`config.mk`:
```
export PLATFORM = sky130hd
export DESIGN_NAME = core_fetch
export DESIGN_NICKNAME = d
export VERILOG_FILES = /design/src/rtl/core_fetch.sv
export SDC_FILE = /design/constraint.sdc
export NUM_CORES = 1
export LEC_CHECK = 0
export CAP_MARGIN = 15
export CORE_MARGIN = 1.5
export CORE_UTILIZATION = 40
export CTS_CLUSTER_DIAMETER = 120
export DETAILED_ROUTE_END_ITERATION = 16
export DONT_BUFFER_PORTS = 1
export MAX_ROUTING_LAYER = met4
export SYNTH_ARGS = -nofsm -noshare
export SYNTH_HDL_FRONTEND = slang
export SYNTH_SLANG_ARGS = --single-unit
```
`constraint.sdc`:
```
create_clock -name clk -period 3.2 [get_ports clk]
set_input_delay 0.48 -clock clk [delete_from_list [all_inputs] [get_ports clk]]
set_output_delay 0.48 -clock clk [all_outputs]
set_load 0.03 [all_outputs]
```
`src/rtl/core_fetch.sv`:
```
// Instruction prefetch: one bus read outstanding, results queued in a 2**PREFETCH_ORDER FIFO.
// Latency: accept -> insn two edges later. Backpressure: stall holds insn; fetch drops when FIFO + in-flight read would overflow.
module core_fetch #(
   parameter int          PREFETCH_ORDER = 2,
   parameter logic [29:0] RESET_PC       = 30'h0
) (
   input  logic        clk,
   input  logic        rst_n,
   input  logic        stall,
   input  logic        branch,
   input  logic [29:0] branch_target,
   output logic        fetch,
   output logic [29:0] fetch_addr,
   input  logic        fetch_ready,
   input  logic [31:0] fetch_data,
   output logic [31:0] insn,
   output logic [29:0] insn_pc,
   output logic        nop
);

   localparam int               DEPTH     = 1 << PREFETCH_ORDER;
   localparam int               PTR_W     = PREFETCH_ORDER + 1;
   localparam logic [PTR_W-1:0] DEPTH_CNT = PTR_W'(DEPTH);

   typedef struct packed {
      logic [31:0] word;
      logic [29:0] ptr;
   } entry_t;

   entry_t           mem [DEPTH];
   entry_t           head;
   logic [PTR_W-1:0] wr_ptr, rd_ptr, wr_ptr_n, rd_ptr_n, occ_n;
   logic [29:0]      next_pc, next_pc_n, fetch_addr_n, insn_pc_n;
   logic [31:0]      insn_n;
   logic             discard, discard_n, fetch_n, nop_n;
   logic             empty, accept, push, pop;

   assign empty  = (wr_ptr == rd_ptr);
   assign head   = mem[rd_ptr[PREFETCH_ORDER-1:0]];
   assign accept = fetch & fetch_ready;
   assign push   = accept & ~discard & ~branch;
   assign pop    = ~branch & ~stall & ~empty;

   always_comb begin
      wr_ptr_n     = wr_ptr;
      rd_ptr_n     = rd_ptr;
      next_pc_n    = next_pc;
      discard_n    = discard;
      fetch_n      = fetch;
      fetch_addr_n = fetch_addr;
      insn_n       = insn;
      insn_pc_n    = insn_pc;
      nop_n        = nop;

      if (branch) begin
         wr_ptr_n = '0;
         rd_ptr_n = '0;
      end else begin
         if (push) wr_ptr_n = wr_ptr + PTR_W'(1);
         if (pop)  rd_ptr_n = rd_ptr + PTR_W'(1);
      end
      occ_n = wr_ptr_n - rd_ptr_n;

      if (branch)    next_pc_n = branch_target;
      else if (push) next_pc_n = fetch_addr + 30'd1;

      // A redirect while the bus still owes us a word must swallow that word later.
      if (accept)                discard_n = 1'b0;
      else if (fetch && branch)  discard_n = 1'b1;

      if (!(fetch && !fetch_ready)) begin
         fetch_n      = (occ_n < DEPTH_CNT);
         fetch_addr_n = next_pc_n;
      end

      if (branch) begin
         nop_n = 1'b1;
      end else if (!stall) begin
         if (!empty) begin
            insn_n    = head.word;
            insn_pc_n = head.ptr;
            nop_n     = 1'b0;
         end else begin
            nop_n = 1'b1;
         end
      end
   end

   always_ff @(posedge clk) begin
      if (push) mem[wr_ptr[PREFETCH_ORDER-1:0]] <= '{word: fetch_data, ptr: fetch_addr};
   end

   always_ff @(posedge clk or negedge rst_n) begin
      if (!rst_n) begin
         wr_ptr     <= '0;
         rd_ptr     <= '0;
         next_pc    <= RESET_PC;
         discard    <= 1'b0;
         fetch      <= 1'b0;
         fetch_addr <= RESET_PC;
         insn       <= 32'h0;
         insn_pc    <= RESET_PC;
         nop        <= 1'b1;
      end else begin
         wr_ptr     <= wr_ptr_n;
         rd_ptr     <= rd_ptr_n;
         next_pc    <= next_pc_n;
         discard    <= discard_n;
         fetch      <= fetch_n;
         fetch_addr <= fetch_addr_n;
         insn       <= insn_n;
         insn_pc    <= insn_pc_n;
         nop        <= nop_n;
      end
   end

endmodule

```
After elaboration in Yosys (flattened, before gate mapping)
Memory sizes are Yosys's and may differ from the RTL's. A register that Yosys moved wholly into a read port is not among the register bits.
Index checks and enable logic that the tools add are counted.
Widths: inputs -> output; s select.
- flip-flop bits (word level): 69
- latch bits: 0
- bits in writable memories: 248
- bits in read-only memories: 0
- input port bits: 67
- output and inout port bits: 94
- word-level logic and storage cells: 43
- memories kept: 1
- memories (name ; depth ; width ; read ports ; clocked after Yosys merged registers in ; write ports ; line ; source):
    mem ; 4 ; 62 ; 1 ; 1 ; 1 ; 30 ; entry_t mem [DEPTH];
- $add $sub $neg: 4
- $mul: 0
- div/mod/pow operators: 0
- order comparisons: 1
- equal/unequal tests: 2
- shift-type cells: 0
- multiplexer cells: 13
- bitwise gates (word level): 9
- reduce and logical (&&, ||, !) cells: 6
- operators with widths (cell ; count):
    $mux 30 ; 2
    $add 30x1->30 const B ; 1
    $mux 3 ; 4
    $mux 1 ; 7
    $add 3x1->3 const B ; 2
    $and 1x1->1 ; 5
    $not 1->1 ; 4
    $eq 3x3->1 ; 1
    $lt 3x3->1 const B ; 1
    $reduce_and 3->1 ; 1
    $sub 3x3->3 ; 1
    $logic_and 1x1->1 ; 2
    $logic_not 1->1 ; 2
    $ne 2x1->1 const B ; 1
    $reduce_bool 2->1 ; 1

Longest topological paths before layout
- depth in word-level cells: 7
- gate-level depth with buffers: 11
- depth with buffers taken out: 10

Worst setup path before layout
Ideal clock, no wire load.
- path type: flip-flop to flip-flop
- start point: reg fetch
- end point: mem mem[2][0] in the netlist's numbering, enable pin
- library setup time: 426 ps
- arrival: 3020 ps
- data required time: 2774 ps
- setup slack: -247 ps
- stages on the path, launching flop included: 6
- path buffers: 2
- clock period less this slack: 3447 ps
- cells stage by stage: dfrtp_1 > nand3b_1 > clkbuf_1 > nor2_1 > clkbuf_1 > and2_1
- word-level cells in the longest chain between the ends: 5
- ends and longest elaborated chain (item ; line ; source):
    start: declaration ; 12 ; output logic fetch,
    start signal: assignment ; 109 ; fetch <= fetch_n;
    $and 1x1->1 ; 40 ; assign accept = fetch & fetch_ready;
    $and 1x1->1 (2 in series) ; 41 ; assign push = accept & ~discard & ~branch;
    $mux 1 ; 90 ; if (push) mem[wr_ptr[PREFETCH_ORDER-1:0]] <= '{word: fetch_data, ptr: fetch_addr};
    $mux 1 (not written as such) ; 90 ;
    end: declaration ; 30 ;
No other way between the ends.

Final worst setup path
- start point: reg fetch_addr[7]
- end point: reg next_pc[29]
- word-level cells in the longest chain between the ends: 3
- ends and longest elaborated chain (item ; line ; source):
    start: declaration ; 13 ; output logic [29:0] fetch_addr,
    start signal: assignment ; 110 ; fetch_addr <= fetch_addr_n;
    $add 30x1->30 ; 65 ; else if (push) next_pc_n = fetch_addr + 30'd1;
    $mux 30 ; 65 ;
    $mux 30 ; 64 ; if (branch) next_pc_n = branch_target;
    via next_pc_n[29] ; 33 ; logic [29:0] next_pc, next_pc_n, fetch_addr_n, insn_pc_n;
    end signal: assignment ; 107 ; next_pc <= next_pc_n;
    end: declaration ; 33 ;
The timed path passes the listed nets, and every way through them passes these cells.
A chain may end at the register's enable or synchronous reset.

==> impl_metrics.py <==
metrics = {
    "floorplanning": {
        "rows": 70,
        "die-area_sq_um": 38800,
        "io_pins": 161,
        "die_y_microns": 197,
        "coreArea_sq_um": 36800,
        "initial_utilization_pct": 40.9,
        "die_x_microns": 197,
    },
    "power": {
        "p_comb_share_pct": 18.2,
        "p_sw_mw": 5.29,
        "vdd_drop_max_mv": 0.550,
        "p_int_mw": 10.8,
        "cellPowerDensity_nw_per_um2": 915,
        "clkPwrFrac_pct": 30.7,
        "leakagePower_nw": 6.19,
        "switching_share_pct": 32.9,
        "pwr-share-seq_pct": 51.1,
    },
    "timing": {
        "drv_slew": 0,
        "max_freq_ghz": 0.428,
        "setup_violations": 0,
        "min_period_ns": 2.33,
        "holdWs_ns": -0.372,
        "final_hold_viol_count": 131,
        "relSlewSlack_pct": 52.2,
        "period_share_pct": 72.9,
        "max_slew.worst_pin.slew_ns": 0.717,
        "fin_ws_ns": 0.866,
        "fin_setup_tns_ns": 0,
        "rsz0062_at_grt": "no",
        "clock_skew_ns": 0.0183,
    },
    "yosys": {
        "yosys_warnings": 0,
        "ys_types": 56,
        "synth.area.mux_share_pct": 14.7,
        "postSynthCellCount": 870,
        "ys_seq_elements": 379,
        "synth_area_leaders": "edfxtp_1 (50%), dfrtp_1 (22%), mux4_2 (9.3%)",
        "yosys.area_share.adder_pct": 0.583,
        "synth_compound_area_share_pct": 4.32,
        "synth-edff-count": 248,
        "syn-num-nets": 944,
        "ys.flop_type": "edfxtp_1",
        "synth_area_leader_cell": "edfxtp_1",
        "synth_simple_gate_area_share_pct": 5.33,
        "syn_avg_cell_area_sq_um": 17.3,
        "synth_xor_area_share_pct": 2.08,
        "synth-seq-area-share_pct": 71.4,
        "yosysTopAreaCellShare_pct": 49.5,
        "synth_top_family_by_area": "multiplexers",
        "synthArstFlopShare_pct": 34.6,
        "syn_area_sq_um": 15000,
    },
    "routing": {
        "vias_per_cell": 5.38,
        "ant_nets": 0,
        "dr.pass1.iters": 5,
        "vias": 7740,
        "routed_wl_microns": 32700,
        "routedWlPerCell_microns": 22.7,
        "drc": 0,
        "drtIter0Drc": 373,
    },
    "global_route": {
        "first_global_vias": 8253,
        "grtUsageTotal_pct": 18.1,
        "globalRouteOverflowTotal": 0,
        "grt_max_degree": 132,
        "antenna_found_initial": 1,
        "grt_pass1_wl_microns": 50600,
    },
    "cells_and_area": {
        "layout-drive-gt1-share_pct": 24.5,
        "syn2layout_area_growth_pct": 16.7,
        "fin_nets": 1008,
        "fin_cells": 1438,
        "fill_cells": 3140,
    },
    "clocking": {
        "post-cts-setup-buffer-count": 0,
        "cts_resized": 0,
        "htreeDepth": 2,
        "cts_hold_buf": 33,
        "cts_tree": "yes",
        "cts_buffer_depth": 3,
        "cts_sinks": 379,
        "clkLatencyLatePin_ns": 0.55,
        "clk_pin_slew_ns": 0.06,
        "cts_buffers": 43,
        "cts-root-buf": "clkbuf_16",
    },
    "critical_path": {
        "cp_slowest_cell": "dfrtp_1",
        "max_stage_delay_ns": 0.67,
        "timing.critical_path.required_ns": 3.60,
        "end_kind": "register",
        "cp-start-kind": "register",
        "path_cells": "nand4_1 -> nor4_4 -> and2_4 -> nand4_1 -> xor2_1 -> o221ai_1",
        "crit_top_cell": "nand4_1",
        "critPathKind": "register to register",
        "worst-path-buf-inv": 0,
        "cp.arrival_ns": 2.74,
        "crit_fanout": 9,
        "crit_family": "simple AND/OR/NAND/NOR gates",
    },
    "place": {
        "dp.cells": 1324,
        "hpwl_microns": 19100,
        "place_ws_ns": 0.851,
        "port-buffer-count": 0,
        "gp_congestion": 0.745,
    },
    "run_status": {
        "outcome": "finished, violations left",
        "violations": "negative hold slack",
    },
    "hold_path": {
        "hold_path_class": "primary input to asynchronous set/reset pin",
    },
    "job": {
        "max_cap_viol_count": 0,
    },
}
[cells in the final DEF, fill, tap and decap left out, types with 4 or more instances in the layout]
cell and instances:
nand2_1 53, and2_1 4, mux2_1 9, and2_4 5, a21o_1 5, ha_1 7
nand4_1 5, clkinv_2 4, clkbuf_16 47, o221ai_1 4, dlygate4sd3_1 33, clkbuf_8 4
xor2_1 16, buf_4 21, dfrtp_1 128, xnor2_1 16, buf_12 9, clkinv_1 5
mux2_2 62, and3_1 7, clkbuf_1 12, nor3_1 4, o21ai_0 29, mux4_2 62
edfxtp_1 248, nand3_1 12, a211o_1 4, inv_1 9, o31ai_1 5, nor2_1 51
a21oi_1 31
[cells in the mapped netlist, drive strengths merged (2+ instances only)]
master and n:
edfxtp 248, dfrtp 130, mux2 71, mux4 62
nand2 53, nor2 51, a21oi 31, o21ai 30
clkbuf 25, buf 19, xnor2 18, xor2 16
nand3 12, and2 9, inv 9, and3 7
ha 7, nand4 7, a21o 5, o31ai 5
a211o 4, a31oi 4, nor2b 4, nor3 4
o221ai 4, a211oi 3, nand2b 3, nor4 3
o211ai 3, and4 2, mux2i 2, nor3b 2
o21a 2, o22ai 2, o31a 2, or2 2
[state kept, by name, indices dropped and copies added (netlist names)]
signal,flops
discard,1
fetch,1
fetch_addr,30
insn,32
insn_pc,30
mem,248
next_pc,30
nop,1
rd_ptr,3
wr_ptr,3
[power groups by stage]
stage,logic (mW),clock network [mW],registers (mW)
2_1_floorplan,2.08,0,8.14
3_3_place_gp,2.87,0,8.32
3_5_place_dp,2.93,0,8.35
4_1_cts,2.99,5.08,8.25
5_1_grt,3.23,5.26,8.35
6_report,2.92,4.93,8.21
[metrics by stage]
step                hold slack, ns  util (%)  cell area (sq um)  power [mW]
global route                -0.403      47.7              17500        16.8
CTS                         -0.411      47.7              17500        16.3
detailed placement           0.188      42.9              15800        11.3
global placement             0.187      42.9              15800        11.2
finish                      -0.372      47.7              17600        16.1
floorplan                    0.184         -              15000        10.2
[logic make-up (layout without fill, tap and decap cells)]
| kind of cell | count (synthesis) | after routing |
|---|---|---|
| AO/OA/AOI/OAI | 101 | 101 |
| adder cells (fa/ha/maj) | 7 | 7 |
| XOR/XNOR | 34 | 34 |
| other | 0 | 2 |
| AND/OR/NAND/NOR | 161 | 161 |
| buffers and inverters | 53 | 151 |
| flip-flops | 379 | 379 |
| multiplexers | 135 | 135 |
[worst paths after layout]
| path | startpoint | end | slack, ns | cells after the start |
|---|---|---|---|---|
| worst max-delay path | fetch_addr[7] | next_pc[29] | 0.87 | 6 |
| worst min-delay path | rst_n | insn[20] | -0.37 | 0 |
| worst max register to register | fetch_addr[7] | next_pc[29] | 0.87 | 6 |
| worst min register to register | next_pc[11] | next_pc[11] | 0.55 | 2 |
| max in group asynchronous | rst_n | insn_pc[12] | 3.24 | 0 |
| min in group clk | fetch_data[31] | mem[2][61] | 0.03 | 0 |
[cell type report]
type | count | area, sq um | share of cell area [%]
timing repair buffer | 63 | 668 | 3.81
sequential | 379 | 10700 | 61.2
clock buffer | 63 | 1280 | 7.27
multi-input combinational | 438 | 4090 | 23.3
inverter | 9 | 33.8 | 0.192
antenna | 2 | 5.00 | 0.0285
tap | 468 | 586 | 3.34
clock inverter | 16 | 161 | 0.920
[layer usage]
metal,wire (microns),track usage [%],vias up
li1,-,-,3475
met1,14300,23.0,4003
met2,15500,28.4,207
met3,2240,5.00,55
met4,644,5.54,0
met5,0,-,-
Note: power is estimated with default switching activity, not from simulation.
